===== src/rtl/asym_mult_pkg.sv =====
// Shared types and constants for the iterative asymmetric split multiplier.
package asym_mult_pkg;

    typedef enum logic [1:0] {IDLE, CALC, DONE} state_t;

    // One sub-product is issued per CALC step, in this order.
    typedef logic [1:0] step_t;
    localparam step_t STEP_HH = 2'd0;
    localparam step_t STEP_HL = 2'd1;
    localparam step_t STEP_LH = 2'd2;
    localparam step_t STEP_LL = 2'd3;

    // Width of the high operand part; it also sets the shared sub-multiplier size.
    function automatic int hi_w(input int width, input int lo_w);
        return width - lo_w;
    endfunction

endpackage


===== src/rtl/asym_sub_mult.sv =====
// Combinational exact unsigned HI_W x HI_W multiplier, shared by all four sub-products.
module asym_sub_mult #(
    parameter int HI_W = 17
) (
    input  logic [HI_W-1:0]   op_a_i,
    input  logic [HI_W-1:0]   op_b_i,
    output logic [2*HI_W-1:0] prod_o
);

    assign prod_o = (2*HI_W)'(op_a_i) * (2*HI_W)'(op_b_i);

endmodule


===== src/rtl/asym_mult_iter.sv =====
// Iterative asymmetric split multiplier: four sub-products on one shared
// HI_W x HI_W multiplier, shift-accumulated, with an approximate mode that
// skips the low x low term.
module asym_mult_iter
    import asym_mult_pkg::*;
#(
    parameter int WIDTH = 32,
    parameter int LO_W  = 15
) (
    input  logic               clk,
    input  logic               rst_n,
    input  logic               in_valid,
    output logic               in_ready,
    input  logic [WIDTH-1:0]   in_a,
    input  logic [WIDTH-1:0]   in_b,
    input  logic               in_approx,
    output logic               out_valid,
    input  logic               out_ready,
    output logic [2*WIDTH-1:0] out_p,
    output logic               out_approx,
    output logic               busy
);

    localparam int HI_W = hi_w(WIDTH, LO_W);
    localparam int PW   = 2 * WIDTH;

    state_t            state_q, state_d;
    step_t             step_q, step_d;
    logic [PW-1:0]     acc_q, acc_d;
    logic [WIDTH-1:0]  a_q, a_d, b_q, b_d;
    logic              approx_q, approx_d;
    logic [PW-1:0]     out_p_q, out_p_d;
    logic              out_valid_q, out_valid_d;
    logic              out_approx_q, out_approx_d;

    logic [HI_W-1:0]   a_hi, b_hi;
    logic [LO_W-1:0]   a_lo, b_lo;
    logic [HI_W-1:0]   op_a, op_b;
    logic [2*HI_W-1:0] prod;
    logic [PW-1:0]     prod_ext, term, acc_sum;
    logic              last_step;

    assign a_hi = a_q[WIDTH-1:LO_W];
    assign a_lo = a_q[LO_W-1:0];
    assign b_hi = b_q[WIDTH-1:LO_W];
    assign b_lo = b_q[LO_W-1:0];

    // Route the operand parts for the current step into the shared multiplier;
    // low parts are zero-extended up to HI_W.
    always_comb begin
        op_a = a_hi;
        op_b = b_hi;
        case (step_q)
            STEP_HH: begin op_a = a_hi;         op_b = b_hi;         end
            STEP_HL: begin op_a = b_hi;         op_b = HI_W'(a_lo);  end
            STEP_LH: begin op_a = a_hi;         op_b = HI_W'(b_lo);  end
            default: begin op_a = HI_W'(a_lo); op_b = HI_W'(b_lo);  end
        endcase
    end

    asym_sub_mult #(.HI_W(HI_W)) u_sub_mult (
        .op_a_i (op_a),
        .op_b_i (op_b),
        .prod_o (prod)
    );

    assign prod_ext = PW'(prod);

    // Align the sub-product to its weight: HH sits at 2*LO_W, the cross terms at LO_W.
    always_comb begin
        term = prod_ext;
        case (step_q)
            STEP_HH:          term = prod_ext << (2 * LO_W);
            STEP_HL, STEP_LH: term = prod_ext << LO_W;
            default:          term = prod_ext;
        endcase
    end

    assign acc_sum   = acc_q + term;
    // Approx mode stops before the low x low term.
    assign last_step = approx_q ? (step_q == STEP_LH) : (step_q == STEP_LL);

    // Next-state and datapath update for the IDLE -> CALC -> DONE sequence.
    always_comb begin
        state_d      = state_q;
        step_d       = step_q;
        acc_d        = acc_q;
        a_d          = a_q;
        b_d          = b_q;
        approx_d     = approx_q;
        out_p_d      = out_p_q;
        out_valid_d  = out_valid_q;
        out_approx_d = out_approx_q;
        case (state_q)
            IDLE: begin
                if (in_valid) begin
                    a_d      = in_a;
                    b_d      = in_b;
                    approx_d = in_approx;
                    acc_d    = '0;
                    step_d   = STEP_HH;
                    state_d  = CALC;
                end
            end
            CALC: begin
                acc_d  = acc_sum;
                step_d = step_q + 2'd1;
                if (last_step) begin
                    out_p_d      = acc_sum;
                    out_valid_d  = 1'b1;
                    out_approx_d = approx_q;
                    state_d      = DONE;
                end
            end
            DONE: begin
                if (out_ready) begin
                    out_valid_d = 1'b0;
                    state_d     = IDLE;
                end
            end
            default: state_d = IDLE;
        endcase
    end

    // State and datapath registers; reset abandons any operation in flight.
    always_ff @(posedge clk or negedge rst_n) begin
        if (!rst_n) begin
            state_q      <= IDLE;
            step_q       <= STEP_HH;
            acc_q        <= '0;
            a_q          <= '0;
            b_q          <= '0;
            approx_q     <= 1'b0;
            out_p_q      <= '0;
            out_valid_q  <= 1'b0;
            out_approx_q <= 1'b0;
        end else begin
            state_q      <= state_d;
            step_q       <= step_d;
            acc_q        <= acc_d;
            a_q          <= a_d;
            b_q          <= b_d;
            approx_q     <= approx_d;
            out_p_q      <= out_p_d;
            out_valid_q  <= out_valid_d;
            out_approx_q <= out_approx_d;
        end
    end

    assign in_ready   = (state_q == IDLE);
    assign busy       = (state_q != IDLE);
    assign out_valid  = out_valid_q;
    assign out_p      = out_p_q;
    assign out_approx = out_approx_q;

endmodule


===== config.mk =====
export PLATFORM = sky130hd
export DESIGN_NAME = asym_mult_iter
export DESIGN_NICKNAME = d
export VERILOG_FILES = /design/src/rtl/asym_mult_pkg.sv /design/src/rtl/asym_sub_mult.sv /design/src/rtl/asym_mult_iter.sv
export SDC_FILE = /design/constraint.sdc
export NUM_CORES = 1
export LEC_CHECK = 0
export ABC_AREA = 1
export CAP_MARGIN = 10
export CORE_ASPECT_RATIO = 0.8
export CORE_UTILIZATION = 30
export DETAILED_ROUTE_END_ITERATION = 8
export GPL_TIMING_DRIVEN = 0
export PLACE_DENSITY = 0.49
export REMOVE_ABC_BUFFERS = 1
export SLEW_MARGIN = 30
export SYNTH_ARGS = -nofsm -noshare
export SYNTH_HDL_FRONTEND = slang
export SYNTH_SLANG_ARGS = --single-unit

===== constraint.sdc =====
create_clock -name clk -period 13.5 [get_ports clk]
set_input_delay 2.025 -clock clk [delete_from_list [all_inputs] [get_ports clk]]
set_output_delay 2.025 -clock clk [all_outputs]
set_load 0.03 [all_outputs]

-- Word level (Yosys, flattened, before mapping)
Cells that the tools add are included.
- input port bits: 69
- register bits after elaboration: 199
- equal/unequal tests: 8
- reduce and logical (&&, ||, !) cells: 12
- add/sub/neg operators: 2
- mux-type cells: 15
- multiply operators: 1
- operators with widths (cell ; count):
    $pmux 64 s2 ; 2
    $pmux 17 s2 ; 2
    $add 64x64->64 ; 1
    $mux 64 ; 1
    $mul 17x17->34 ; 1
    $mux 2 ; 4
    $eq 2x2->1 const B ; 3
    $ne 2x2->1 const B ; 3
    $pmux 2 s3 ; 1
    $reduce_and 2->1 ; 3
    $reduce_and 3->1 ; 2
    $reduce_bool 2->1 ; 3
    $eq 2x1->1 const B ; 2
    $logic_not 2->1 ; 2
    $pmux 2 s2 ; 1
    $reduce_or 2->1 ; 2
    $mux 1 ; 3
    $add 2x1->2 const B ; 1
    $pmux 1 s2 ; 1

-- Depth between registers and ports, before layout
Gate-level depths: netlist of the first run.
- depth after elaboration: 7
- depth in mapped cells: 52
- depth with buffers taken out: 49

-- Hierarchy
Synthesis of the first run repeated with hierarchy kept, for this count alone.
- cells, all modules: 3793
- area, all modules: 24936.4 um2
- modules (own cells, without submodules) (module ; instances ; cells each ; sequential area each (um2) ; area each (um2)):
    asym_mult_iter ; 1 ; 2283 ; 4979.8 ; 14388.8
    asym_sub_mult ; 1 ; 1510 ; 0.0 ; 10547.6

-- Worst setup path before layout of the first run
No wires, ideal clock.
- kind: flip-flop to flip-flop
- start point: register step_q[0]
- end point: register acc_q[57]
- stages on the path, launching flop included: 38
- path buffers: 4
- library setup time: 0.118 ns
- setup slack: 5.632 ns
- arrival: 7.750 ns
- period minus slack after synthesis: 7.868 ns
- required time: 13.382 ns
- cell sequence: dfrtp_1 inv_2 buf_2 ha_1 buf_2 nor2_1 buf_2 a21oi_1 buf_2 nor2_1 fa_1 inv_1 fa_1 fa_1 fa_1 inv_1 fa_1 inv_1 [... 2 more ...] ha_1 a21oi_1 nand2_1 a21oi_2 nand2_4 or2_2 nand2_1 o22ai_1 o21bai_1 ha_1 a21oi_1 o21ai_0 a21oi_1 o21ai_0 a21oi_1 nand3b_1 nand3_1 nand2_1
- longest elaborated chain between the ends: 7
- ends and longest elaborated chain (item ; RTL line ; RTL):
    start: declaration ; asym_mult_iter.sv:28 ; step_t step_q, step_d;
    start signal: assignment ; asym_mult_iter.sv:139 ; step_q <= step_d;
    $eq 2x2->1 or $logic_not 2->1 (tied branches) ; asym_mult_iter.sv:53, asym_mult_iter.sv:72 ;
    $reduce_or 2->1 (no source line) ; -- ;
    $pmux 17 s2 ; asym_mult_iter.sv:53 ; case (step_q)
    $mul 17x17->34 ; asym_sub_mult.sv:10 ; assign prod_o = (2*HI_W)'(op_a_i) * (2*HI_W)'(op_b_i);
    $pmux 64 s2 (*) ; asym_mult_iter.sv:72 ; case (step_q)
    $add 64x64->64 (*) ; asym_mult_iter.sv:79 ; assign acc_sum = acc_q + term;
    $pmux 64 s2 (*) ; asym_mult_iter.sv:94 ; case (state_q)
    end signal: assignment ; asym_mult_iter.sv:130 ; acc_q <= '0;
    end signal: assignment ; asym_mult_iter.sv:140 ; acc_q <= acc_d;
    end: declaration ; asym_mult_iter.sv:29 ; logic [PW-1:0] acc_q, acc_d;
Mark *: on every way between the ends. The rest lies on a longest branch, timed or not.
A chain may end at the register's enable or synchronous reset.

-- Worst setup path in the final report of the first run
- start point: register step_q[0]
- end point: register out_p_q[57], in the netlist out_p[57]
- longest elaborated chain between the ends: 6
- ends and longest elaborated chain (item ; RTL line ; RTL):
    $eq 2x2->1 or $logic_not 2->1 (tied branches) ; asym_mult_iter.sv:53, asym_mult_iter.sv:72, asym_mult_iter.sv:81 ;
    $reduce_or 2->1 (no source line) ; -- ;
    $pmux 17 s2 ; asym_mult_iter.sv:53 ;
    $mul 17x17->34 ; asym_sub_mult.sv:10 ;
    $pmux 64 s2 ; asym_mult_iter.sv:72 ;
    $add 64x64->64 ; asym_mult_iter.sv:79 ;
    end signal: assignment ; asym_mult_iter.sv:144 ; out_p_q <= out_p_d;
    end: declaration ; asym_mult_iter.sv:32 ; logic [PW-1:0] out_p_q, out_p_d;
Parallel ways exist; a longest one is shown, timed or not.

==> impl_metrics.ini, run 1 <==
[outcome]
outcome = finished, final reports clean

[synth]
muxShareOfSynthArea_pct = 2.07
synthSimpleGateAreaFrac_pct = 24.1
synth_compound_area_share_pct = 10.6
ys_seq_area_share_pct = 21.8
yosysWarningCount = 0
async_flop_share_pct = 100
ys_ff_latch = 199
ys.flop_type = dfrtp_1
synth_cell_types = 51
syn_avg_cell_area_um2 = 7.51
syn_area_um2 = 22800
synth_edf_count = 0
synthAdderAreaFrac_pct = 29.3
synth_xor_area_share_pct = 1.84
synth_top_family_by_area = adder cells
syn_inst = 3040

[setup_path]
rr_startpoint = step_q[0]
cpMostUsedCell = nand2_1
critical-path-max-stage-delay_ns = 0.77
ff2ff_setup_slack_ns = 2.69
crit_path_max_fanout = 20
rr_endpoint = out_p[57]
endpoint = out_p[57]
crit_required_ns = 13.87
end_kind = flop
cp_slowest_cell = o21ai_1
criticalPathCategory = flop to flop
crit_start = step_q[0]
r2r.worst_path.cells = 36
crit_path_start_kind = flop
worstPathArrival_ns = 11.19

[timing]
max_clock_freq_ghz = 0.0925
setup_slack_ns = 2.69
tightest_slew_ns = 0.943
setup_viol = 0
slew_headroom_pct = 37.2
rsz0062_at_grt = no
setup-tns-final_ns = 0
hold_viol = 0
timing.final.crit_share_pct = 80.1
period_minus_slack_ns = 10.81
fin_skew_ns = 0.0224
hold_ws_ns = 0.482
slew_viol_final = 0

[routing]
drt-wirelength-per-cell_um = 18.2
drt_wl_total_mm = 75.9
drtPass1Iterations = 5
drc = 0
vias_per_cell = 4.81
drtIter0Drc = 1602
postRouteAntennaNets = 0
vias = 20007

[global_routing]
grt_usage_pct = 20.0
grt_pass1_wl_mm = 117
met2_usage_pct = 28.0
globalRouteMet3Util_pct = 4.05
antenna_found_initial = 0
grt_util_met1_pct = 31.5
grt_overflow_total = 0
grt_max_degree = 75
top_usage_layer = met1
grt_pass1_vias = 19354

[clock_network]
cts_num_sinks = 199
cts_max_level = 4
cts_tree = done
postCtsSetupRepairBufs = 0
clkTransAtPathRegs_ns = 0.08
cts.path.max_buffers = 2
cts.repair.resized = 0
cts_buffers = 17
root_buffer = clkbuf_16
clk_latency_ns = 0.50
ctsHoldBuffers = 0

[floorplanning]
core_um2 = 75300
die_area_um2 = 77200
dieWidth_um = 310
start_util_pct = 30.3
die_h_um = 249
io-pin-count = 137
rows = 90

[hold_path]
hold_class = flop to flop
min-delay-start = out_p[37]

[layout]
areaGrowthSynthToFinish_pct = 14.1
n_antenna_cell = 0
layout-drive-gt1-share_pct = 6.58
fillers = 8093
num-nets-final = 3602
final_core_util_pct = 34.6

[flow_run]
maxCapViolCount = 0

[placed_design]
gp_congestion = 1.00
numPortBuffers = 136
dp_hpwl_mm = 63.0
pre_cts_slack_ns = 2.87
registers in the layout (all words and copies together) (netlist names):
name        cells
approx_q        1
out_approx      1
a_q            32
out_valid       1
b_q            32
state_q         2
out_p          64
step_q          2
acc_q          64
how the worst min path moves through the flow:
stage / to / slack, ns / cells past startpoint
floorplan: acc_q[22] / 0.46 / 2
global placement: out_p[33] / 0.47 / 2
detailed placement: out_p[41] / 0.46 / 2
CTS: out_valid / 0.49 / 2
global route: out_p[41] / 0.51 / 2
finish: out_p[37] / 0.48 / 2
cells by family (layout without fill, tap and decap cells):
| kind of cell | Yosys count | after routing |
|---|---|---|
| AO/OA/AOI/OAI | 417 | 417 |
| XOR/XNOR | 47 | 47 |
| adder cells (fa/ha/maj) | 400 | 400 |
| buffers and inverters | 609 | 715 |
| flip-flops | 199 | 199 |
| multiplexers | 42 | 42 |
| AND/OR/NAND/NOR | 1326 | 1326 |
placed cells by master (no fill, tap or decap), types with 13 or more instances in the layout:
cell,n
o22ai_1,32
fa_1,225
a21o_1,15
xnor2_1,31
o21ai_2,13
clkdlybuf4s50_1,135
nand2_2,24
inv_1,510
nand3b_1,22
dfrtp_1,199
nand2_1,738
nor3_1,20
xor2_1,15
ha_1,174
nor2_1,336
nor2_2,13
a21oi_1,143
o21ai_1,24
nand3_1,134
o21bai_1,13
a21oi_2,18
o21ai_0,123
inv_2,16
mux2_2,42
clkbuf_16,17
cells in the mapped netlist, types with 17 or more instances:
master | count | area share [%]
inv_1 | 512 | 8.4
o22ai_1 | 32 | 0.88
fa_1 | 225 | 20
ha_1 | 175 | 9.6
inv_2 | 17 | 0.28
clkbuf_1 | 28 | 0.46
a21oi_1 | 147 | 3.2
nand2_2 | 24 | 0.66
o21ai_0 | 126 | 2.8
dfrtp_1 | 199 | 22
nand2_1 | 739 | 12
nor3_1 | 20 | 0.44
nand3b_1 | 22 | 0.72
o21ai_1 | 24 | 0.53
mux2_2 | 42 | 2.1
buf_2 | 46 | 1.0
nor2_1 | 339 | 5.6
nand3_1 | 134 | 2.9
xnor2_1 | 31 | 1.2
per-layer routing:
metal | routed length [um] | up-vias
met1 | 39200 | 9681
met2 | 30700 | 558
met4 | 780 | 0
met3 | 5160 | 48
li1 | - | 9720
met5 | 0 | -
stage by stage:
stage | instances | area, um2
finish | 4158 | 26100
global route | 4158 | 26100
CTS | 4158 | 26100
detailed placement | 4126 | 25400
global placement | 4112 | 25100
floorplan | 2964 | 22500
final cells by class:
| cell class | count | area (um2) | area share (%) |
|---|---|---|---|
| multi-input combinational | 2232 | 15600 | 59.7 |
| sequential | 199 | 4980 | 19.1 |
| inverter | 533 | 2010 | 7.71 |
| timing repair buffer | 150 | 1630 | 6.26 |
| tap | 1012 | 1270 | 4.86 |
| clock buffer | 17 | 425 | 1.63 |
| clock inverter | 15 | 185 | 0.711 |
worst max-delay path, delay by kind of cell, from the launching register on:
family	cells	cell delay (ns)
compound gates	6	2.25
xor+xnor	1	0.43
fa+ha+maj	9	4.32
buf+inv	8	1.28
flops	1	0.40
simple gates	12	1.97
Power of run 1 is left out: the tool's default activity adds up to more than one toggle a clock period on the data nets, which glitch-free logic cannot reach.
==> run 2: changes to the inputs <==
==> constraint.sdc (replaced) <==
create_clock -name clk -period 11 [get_ports clk]
set_input_delay 1.65 -clock clk [delete_from_list [all_inputs] [get_ports clk]]
set_output_delay 1.65 -clock clk [all_outputs]
set_load 0.03 [all_outputs]
==> run 2 against run 1 <==
Worst setup slack worse by 2.1 ns. Count of clock-buffer cells in the layout is the same. Global-route usage did not move. Critical path depth down 2. Via count down 0.21%. Routed wire length is essentially flat. Critical path type unchanged. Non-clock buffer count is the same. Cell count unchanged. Clock skew up 0.0046 ns. Core utilization about the same. Largest cell class unchanged.
==> impl_metrics.ini, run 2 (same netlist as run 1, synthesis figures left out) <==
[floorplanning]
die_area_um2 = 77200
rows = 90
io-pin-count = 137
start_util_pct = 30.3
core_um2 = 75300
dieWidth_um = 310
die_h_um = 249

[clock_network]
cts.path.max_buffers = 2
cts_buffers = 17
root_buffer = clkbuf_16
cts_num_sinks = 199
cts_tree = done
postCtsSetupRepairBufs = 0
clk_latency_ns = 0.51
clkTransAtPathRegs_ns = 0.08
cts.repair.resized = 0
cts_max_level = 4
ctsHoldBuffers = 0

[timing]
rsz0062_at_grt = no
setup_viol = 0
fin_skew_ns = 0.0270
timing.final.crit_share_pct = 94.9
max_clock_freq_ghz = 0.0958
setup_slack_ns = 0.565
hold_ws_ns = 0.482
slew_viol_final = 0
tightest_slew_ns = 0.973
period_minus_slack_ns = 10.43
hold_viol = 0
slew_headroom_pct = 34.7

[placed_design]
gp_congestion = 1.00
placedCellCount = 4126
place_area_um2 = 25400
dp_hpwl_mm = 63.0
pre_cts_slack_ns = 0.373
numPortBuffers = 136

[setup_path]
endpoint = out_p[57]
crit_path_start_kind = flop
cp_slowest_cell = o21ai_1
ff2ff_setup_slack_ns = 0.57
rr_endpoint = out_p[57]
crit_start = step_q[0]
rr_startpoint = step_q[0]
crit_required_ns = 11.37
criticalPathCategory = flop to flop
end_kind = flop
critical-path-max-stage-delay_ns = 0.87
worstPathArrival_ns = 10.81
r2r.worst_path.cells = 34
crit_path_max_fanout = 52

[layout]
fin_area_um2 = 26100
num-nets-final = 3602
areaGrowthSynthToFinish_pct = 14.2
layout-drive-gt1-share_pct = 6.68
layout_common_cells = nand2_1, inv_1, nor2_1, fa_1, dfrtp_1
n_antenna_cell = 0
layout_commonest_cell = nand2_1
stdcell_count = 4158

[routing]
drt-wirelength-per-cell_um = 18.2
vias_per_cell = 4.80
wl_met3_mm = 5.01
drtPass1Iterations = 6
wl_met2_mm = 30.7
drtIter0Drc = 1423
postRouteAntennaNets = 0
drt_wl_total_mm = 75.8
maxUsedRoutingLayer = met4
drc = 0
vias = 19964
wl_met1_mm = 39.3

[global_routing]
grt_pass1_vias = 19354
grt_usage_pct = 20.0
antenna_found_initial = 0
grt_pass1_wl_mm = 117
grt_max_degree = 75
grt_overflow_total = 0

[hold_path]
hold_class = flop to flop

[flow_run]
maxCapViolCount = 0

[outcome]
outcome = finished, final reports clean
-- run 2: cell count changes in the layout (fill, tap and decap cells not counted) --
cell | before | now
nor2_2 | 13 | 12
a21oi_2 | 18 | 19
nor2_4 | 2 | 3
a21oi_1 | 143 | 142
o21ai_1 | 24 | 22
o21ai_2 | 13 | 15
-- run 2: final cells by class --
class                      count  area [um2]
timing repair buffer         150        1630
clock buffer                  17         425
multi-input combinational   2232       15600
inverter                     533        2010
fill                        8092       49300
clock inverter                15         185
sequential                   199        4980
tap                         1012        1270
-- run 2: layer usage --
metal / up-vias / GRT usage, %
li1: 9715 / -
met1: 9671 / 31.5
met2: 531 / 28.0
met3: 47 / 4.05
met4: 0 / 3.49
met5: - / 0
-- run 2: per-stage QoR --
step / utilization (%) / TNS (ns)
2_1_floorplan: - / 0
4_1_cts: 34.6 / 0
3_3_place_gp: 33.3 / -292.64
3_5_place_dp: 33.8 / 0
5_1_grt: 34.6 / 0
6_report: 34.6 / 0
-- run 2: worst min path at each step --
| stage | endpoint | slack, ns | start | cells after the start |
|---|---|---|---|---|
| CTS | out_valid | 0.49 | out_valid | 2 |
| detailed placement | out_p[41] | 0.46 | out_p[41] | 2 |
| finish | out_p[37] | 0.48 | out_p[37] | 2 |
| global placement | out_p[33] | 0.47 | out_p[33] | 2 |
| floorplan | acc_q[22] | 0.46 | acc_q[22] | 2 |
| global route | out_p[41] | 0.51 | out_p[41] | 2 |
-- run 2: critical path: cells and delay by family (launching register included) --
| kind | cells | cell delay [ns] |
|---|---|---|
| flip-flops | 1 | 0.40 |
| XOR/XNOR | 1 | 0.43 |
| buffers and inverters | 7 | 1.29 |
| adder cells (fa/ha/maj) | 9 | 4.40 |
| AO/OA/AOI/OAI | 7 | 2.46 |
| AND/OR/NAND/NOR | 10 | 1.29 |
Power of run 2 is left out for the same reason.
